<file path="src/rtl/keccak_pkg.sv">
// keccak_pkg: constants, squeeze FSM state type and lane addressing shared by the Keccak
// datapath blocks (permutation, absorb, squeeze).
//   STATE_W / LANE_W / NUM_LANES : Keccak-f[1600] geometry
//   SHAKE128/256_RATE_WORDS      : rate in 64-bit lanes
//   sq_state_e                   : squeeze controller states
//   lane_off(x, y)               : bit offset of lane (x, y) inside the flat state vector
package keccak_pkg;

   localparam int unsigned STATE_W    = 1600;
   localparam int unsigned LANE_W     = 64;
   localparam int unsigned NUM_LANES  = 25;
   localparam int unsigned LANE_IDX_W = 5;

   localparam int unsigned SHAKE128_RATE_WORDS = 21;
   localparam int unsigned SHAKE256_RATE_WORDS = 17;

   typedef enum logic [1:0] {
      SqIdle,
      SqWaitSt,
      SqEmit,
      SqFin
   } sq_state_e;

   // Lane x+5y lives at bits 320y+64x +: 64.
   function automatic int unsigned lane_off(input int unsigned x, input int unsigned y);
      return 320 * y + 64 * x;
   endfunction

endpackage

</file>
<file path="src/rtl/keccak_lane_mux.sv">
// keccak_lane_mux: combinational 25:1 selector returning one 64-bit lane of a Keccak state.
//   state_i : flat 1600-bit state, lane x+5y at bits 320y+64x +: 64
//   idx_i   : linear lane index x+5y (0..24); indices 25..31 yield zero
//   lane_o  : selected lane
module keccak_lane_mux
   import keccak_pkg::*;
(
   input  logic [STATE_W-1:0]    state_i,
   input  logic [LANE_IDX_W-1:0] idx_i,
   output logic [LANE_W-1:0]     lane_o
);

   always_comb begin
      lane_o = '0;
      for (int unsigned l = 0; l < NUM_LANES; l++) begin
         if (idx_i == LANE_IDX_W'(l)) begin
            lane_o = state_i[lane_off(l % 5, l / 5) +: LANE_W];
         end
      end
   end

endmodule

</file>
<file path="src/rtl/keccak_squeeze.sv">
// keccak_squeeze: SHAKE output stage. Captures a permuted state, streams its rate lanes as
// 64-bit words over valid/ready and requests further permutations until the requested number
// of words has been emitted.
//   clk, rst (sync, active-high)
//   start, num_words         : request (sampled in idle only)
//   state_in, state_valid    : permuted state from the permutation engine
//   state_ready, perm_req    : state handshake / one-cycle "permute again" pulse
//   out_data, out_valid, out_ready, out_last : word stream to the samplers
//   busy, done               : status; done pulses once per request
// Optional: define KECCAK_SQUEEZE_ABORT_EN to add the abort input, which ends a request early.
module keccak_squeeze
   import keccak_pkg::*;
#(
   parameter int unsigned RATE_WORDS = SHAKE128_RATE_WORDS,
   parameter int unsigned CNT_W      = 16
) (
   input  logic               clk,
   input  logic               rst,
   input  logic               start,
   input  logic [CNT_W-1:0]   num_words,
   input  logic [STATE_W-1:0] state_in,
   input  logic               state_valid,
   output logic               state_ready,
   output logic               perm_req,
   output logic [LANE_W-1:0]  out_data,
   output logic               out_valid,
   input  logic               out_ready,
   output logic               out_last,
   output logic               busy,
   output logic               done
`ifdef KECCAK_SQUEEZE_ABORT_EN
   ,
   input  logic               abort
`endif
);

   localparam logic [LANE_IDX_W-1:0] LastIdx = LANE_IDX_W'(RATE_WORDS - 1);

   sq_state_e             state_q, state_d;
   logic [STATE_W-1:0]    buf_q, buf_d;
   logic [CNT_W-1:0]      rem_q, rem_d;
   logic [LANE_IDX_W-1:0] idx_q, idx_d;
   logic                  perm_q, perm_d;
   logic                  abort_hit;

`ifdef KECCAK_SQUEEZE_ABORT_EN
   assign abort_hit = abort;
`else
   assign abort_hit = 1'b0;
`endif

   keccak_lane_mux u_lane_mux (
      .state_i (buf_q),
      .idx_i   (idx_q),
      .lane_o  (out_data)
   );

   always_comb begin
      state_d     = state_q;
      buf_d       = buf_q;
      rem_d       = rem_q;
      idx_d       = idx_q;
      perm_d      = 1'b0;
      state_ready = 1'b0;
      out_valid   = 1'b0;
      done        = 1'b0;

      unique case (state_q)
         SqIdle: begin
            if (start) begin
               if (num_words != '0) begin
                  rem_d   = num_words;
                  idx_d   = '0;
                  state_d = SqWaitSt;
               end else begin
                  state_d = SqFin;
               end
            end
         end
         SqWaitSt: begin
            state_ready = 1'b1;
            if (abort_hit) begin
               state_d = SqFin;
            end else if (state_valid) begin
               buf_d   = state_in;
               idx_d   = '0;
               state_d = SqEmit;
            end
         end
         SqEmit: begin
            out_valid = 1'b1;
            // Abort wins over a same-cycle handshake: the word is treated as not taken.
            if (abort_hit) begin
               state_d = SqFin;
            end else if (out_ready) begin
               rem_d = rem_q - CNT_W'(1);
               idx_d = idx_q + LANE_IDX_W'(1);
               if (rem_q == CNT_W'(1)) begin
                  state_d = SqFin;
               end else if (idx_q == LastIdx) begin
                  perm_d  = 1'b1;
                  state_d = SqWaitSt;
               end
            end
         end
         SqFin: begin
            done    = 1'b1;
            state_d = SqIdle;
         end
         default: state_d = SqIdle;
      endcase
   end

   assign busy     = (state_q != SqIdle);
   assign out_last = (state_q == SqEmit) && (rem_q == CNT_W'(1));
   assign perm_req = perm_q;

   always_ff @(posedge clk) begin
      if (rst) begin
         state_q <= SqIdle;
         buf_q   <= '0;
         rem_q   <= '0;
         idx_q   <= '0;
         perm_q  <= 1'b0;
      end else begin
         state_q <= state_d;
         buf_q   <= buf_d;
         rem_q   <= rem_d;
         idx_q   <= idx_d;
         perm_q  <= perm_d;
      end
   end

endmodule

</file>
<file path="config.mk">
export PLATFORM = sky130hd
export DESIGN_NAME = keccak_squeeze
export DESIGN_NICKNAME = d
export VERILOG_FILES = /design/src/rtl/keccak_pkg.sv /design/src/rtl/keccak_lane_mux.sv /design/src/rtl/keccak_squeeze.sv
export SDC_FILE = /design/constraint.sdc
export NUM_CORES = 2
export LEC_CHECK = 0
export ABC_CLOCK_PERIOD_IN_PS = 5400
export CAP_MARGIN = 10
export CORE_AREA = 2 2 653 655
export DETAILED_ROUTE_END_ITERATION = 10
export DIE_AREA = 0 0 655 657
export PLACE_DENSITY = 0.41
export SYNTH_ARGS = -nofsm -noshare
export SYNTH_HDL_FRONTEND = slang
export SYNTH_SLANG_ARGS = --single-unit
</file>
<file path="constraint.sdc">
create_clock -name clk -period 5.4 [get_ports clk]
set_input_delay 0.81 -clock clk [delete_from_list [all_inputs] [get_ports clk]]
set_output_delay 0.81 -clock clk [all_outputs]
set_load 0.02 [all_outputs]
</file>
* Word-level counts from Yosys, hierarchy flattened
Cells that the tools add are included.
** Operators by class
- $add $sub $neg :: 2
- Equal/unequal tests :: 33
- Mux-type cells :: 45
- Bitwise gates (word level) :: 2
- Reduce and logical (&&, ||, !) cells :: 12
** Operators with widths (count)
- 64-bit 2-to-1 mux :: 25
- 16-bit 2-to-1 mux :: 3
- 5-bit == test (second input constant) :: 9
- 5-bit by 4-bit == test with 1-bit output (second input constant) :: 8
- 16-bit case mux with 2 select lines :: 1
- 5-bit by 3-bit == test with 1-bit output (second input constant) :: 4
- 5-bit 2-to-1 mux :: 4
- 16-bit by 1-bit == test with 1-bit output (second input constant) :: 1
- 16-bit nonzero test :: 1
- 16-bit by 1-bit subtractor with 16-bit output (second input constant) :: 1
- 5-bit case mux with 3 select lines :: 1
- 2-bit 2-to-1 mux :: 6
- 5-bit by 2-bit == test with 1-bit output (second input constant) :: 2
- 2-bit != test (second input constant) :: 4
- 2-bit case mux with 4 select lines :: 1
- 4-bit AND reduction :: 2
- 5-bit by 1-bit adder with 5-bit output (second input constant) :: 1
- 5-bit by 1-bit == test with 1-bit output (second input constant) :: 1
- 5-bit zero test :: 1
- 5-bit AND reduction :: 1
- 2-bit == test (second input constant) :: 2
- 1-bit 2-to-1 mux :: 4
- 2-bit nonzero test :: 2
- 4-bit OR reduction :: 1
- 7 further kinds :: 8
** Storage, ports and cells
- Bits in registers :: 1624
- Input port bits :: 1621
- Output and inout bits :: 70
- Word-level logic and storage cells :: 99

* Longest topological paths before layout
- Word-level depth :: 26
- Mapped depth :: 16

* By module
A second synthesis with hierarchy kept.
** Second synthesis, totals
- Cell total of the unflattened synthesis :: 9511
- Area, all modules :: 70694.1 µm²
** Modules (own cells, without submodules)
- keccak_squeeze :: instances 1, cells each 7150, area each 55867.3 µm²
- keccak_lane_mux :: instances 1, cells each 2361, area each 14826.7 µm²

* Worst setup path after synthesis
No wires, ideal clock.
- Kind :: flip-flop to output port
- Start point :: register idx_q[1]
- End point :: output port out_data[59]
- Arrival :: 3.395 ns
- Slack :: 1.195 ns
- Cell stages (with the launch flop) :: 15
- Buffers on the path :: 7
- Path through :: dfxtp_1 > ha_1 > buf_2 > clkbuf_1 > buf_1 > and3_1 > ha_1 > clkbuf_1 > buf_2 > buf_1 > clkbuf_1 > nand3_1 > o311ai_0 > nor3_1 > a21oi_1
** On the way
- Longest elaborated chain between the ends :: 26
- Elaborated cells between the ends (all ways) :: 50
- Classes of those cells :: 24 x eq/ne; 25 x mux; 1 x reduce/logical
** RTL lines
- start: declaration :: RTL line keccak_squeeze.sv:42 : logic [LANE_IDX_W-1:0] idx_q, idx_d;
- start signal: assignment :: RTL line keccak_squeeze.sv:129 : idx_q <= idx_d;
- 5-bit zero test :: RTL line keccak_lane_mux.sv:16 : if (idx_i == LANE_IDX_W'(l)) begin
- 64-bit 2-to-1 mux (24 in series) :: RTL line keccak_lane_mux.sv:16
- 64-bit 2-to-1 mux (*) :: RTL line keccak_lane_mux.sv:16
- end: declaration :: RTL line keccak_squeeze.sv:25 : output logic [LANE_W-1:0] out_data,
Every way passes the cells marked *; elsewhere a longest branch is shown, timed or not.

* Final worst setup path
- Start point :: register idx_q[1]
- End point :: output port out_data[57]
Same word-level chain as after synthesis.

==> impl_metrics.ini <==
[routing]
drtIter0Drc = 10100
firstDrtPassIters = 6
vias = 83800
wl_um = 680000
drc = 0
postRouteAntennaNets = 0
wl_per_cell_um = 39.6
viasPerCell = 4.88

[final_layout]
syn2layout_area_growth_pct = 53.6
postLayoutCoreUtil = 0.252
layout-drive-gt1-share = 0.123
layout_commonest_cell = nand2_1
num-nets-final = 12800
fill_cells = 47100
most-common-layout-cells = nand2_1 (3,409), a21oi_1 (1,840), clkdlybuf4s50_1 (1,625), dfxtp_1 (1,619), buf_4 (469)

[pwr]
p_leak_nw = 36.4
p_total_w = 0.0395
p_per_area_nw_per_um2 = 371
ir_drop_mv = 0.258

[sta]
fmax_mhz = 182
setup_viol = 14
hold_viol = 0
worstMarginPinSlew_ps = 1270
finalClockSkew_ps = 43.1
slew_headroom = 0.154
setup_ws_ps = -101
period_needed_ps = 5500
fin_crit_sh = 1.02
final_max_slew_viol_count = 0

[outcome]
outcome = finished, violations left
violations = negative setup slack

[placed_design]
dp_hpwl_um = 567000
place_congestion = 0.991
port_buffers = 1690

[floorplanning]
coreArea_sq_um = 423000
die_y_um = 657
ios = 1691
dieArea_sq_um = 430000
initial_utilization = 0.164
core.rowCount = 239
die_w_um = 655

[critical_path]
endpoint_kind = primary output
worstPathArrival_ps = 4690
path_class = reg -> out
cp_max_fo = 33
critPathLaunchType = flip-flop
cp.required_ps = 4590

[synthesis]
synthCells = 9486
yosysWarnings = 0
ys_types = 88
netlist_area_sq_um = 69500
synth-edff-count = 0
ys.flop_type = dfxtp_1
synthArstFlopShare = 0
synth_seq_cells = 1624
syn-num-nets = 11100
yosysSeqAreaShare = 0.468
synth.avg_cell_area_sq_um = 7.32

[clocking]
clock_sinks = 1624
htreeDepth = 4
cts_tree = done
clkLatencyLatePin_ps = 950
cts_inserted_buffers = 214
hold_buffers = 0
cts_buffer_depth = 4
cts-root-buf = clkbuf_16
clkTransAtPathRegs_ps = 70

[global_routing]
grt_pass1_wl_um = 849000
grt_pass1_vias = 78600
grt.overflow.total = 0
antenna_found_initial = 546
grt_max_degree = 172
grt.total_usage = 0.302

[min_path]
hp-class = in -> reg

[flow_run]
maxCapViolCount = 0
## logic make-up after synthesis
logic type      Yosys count  synth area share
compound gates         3001             0.253
fa+ha+maj                11           0.00198
buf+inv                 845            0.0486
flops                  1624             0.468
mux                       1          0.000162
simple gates           4004             0.228
## flip-flops by register name, summed over array words and instances, names as in the netlist
name      cells
perm_req      1
idx_q         5
buf_q      1600
rem_q        16
state_q       2
## worst max-delay path, cell delays in order (launching register included)
cell and delay, ps:
dfxtp_4 380, inv_2 110, ha_4 250, buf_4 140, buf_6 230, nand4bb_4 290, nand2_2 280, buf_12 280
o22ai_1 250, nor3_1 800, o2111ai_1 280, nand3_1 210, buf_12 160
## power by group
part | internal [W] | switching [W] | total, W
Sequential | 0.0135 | 0.00168 | 0.0152
Clock | 0.00874 | 0.00641 | 0.0151
Combinational | 0.00327 | 0.00591 | 0.00918
Total | 0.0255 | 0.0140 | 0.0395
## Yosys cell counts (all sizes together) (22+ instances only)
cell type  number  area share
a211oi         43      0.0046
a21oi        1874        0.13
a221o          76       0.011
a221oi        137       0.017
a22o           22      0.0028
a22oi          85      0.0092
a31oi          22      0.0020
buf           188       0.013
clkbuf        632       0.034
dfxtp        1624        0.47
inv            25      0.0014
nand2        3419        0.18
nand3          86      0.0062
nor2          278       0.016
nor3           82      0.0064
nor4           31      0.0028
o211ai         34      0.0037
o21ai         323       0.023
o221ai         77      0.0097
o22ai         147       0.013
## metrics by stage
| step | hold WS, ps | setup TNS (ps) | cell area (sq um) | cells | setup slack (ps) |
|---|---|---|---|---|---|
| floorplan | 431 | 0 | 69500 | 9486 | 1190 |
| CTS | 318 | -272 | 106000 | 17000 | -186 |
| detailed placement | 444 | -1390 | 96000 | 16500 | -279 |
| global route | 375 | -2.25 | 106000 | 17100 | -2.25 |
| finish | 362 | -837 | 107000 | 17200 | -101 |
| global placement | 440 | -1690 | 95900 | 16500 | -380 |
## path summary, 6_finish.rpt
kind | startpoint | slack [ps] | cells past startpoint | endpoint
setup / recovery | idx_q[1] | -100 | 12 | out_data[57]
hold / removal | rst | 360 | 2 | buf_q[1501]
setup reg to reg | state_q[0] | 1840 | 7 | rem_q[0]
hold reg to reg | buf_q[1317] | 450 | 2 | buf_q[1317]
## what timing repair did
action,CTS,global route
resized for setup,392,22
hold endpoints to repair,0,0
setup endpoints to repair,64,25
cloned,5,0
setup buffers,82,3
pin swaps,61,5
## area by class of cell
cell class | count | area [sq um] | share of cell area
inverters | 25 | 101 | 0.000950
diodes | 182 | 455 | 0.00427
well taps | 5663 | 7090 | 0.0664
repair buffers | 2266 | 22900 | 0.215
clock buffers | 314 | 6250 | 0.0586
multi-input cells | 7018 | 36400 | 0.341
clock inverters | 76 | 933 | 0.00875
flip-flops and latches | 1624 | 32500 | 0.305
## layer usage
layer,global-route usage,wire [um]
met5,0,1180
met4,0.179,48100
met3,0.0723,52500
met2,0.524,332000
met1,0.334,246000
No activity file was read; power rests on OpenSTA's default activity.
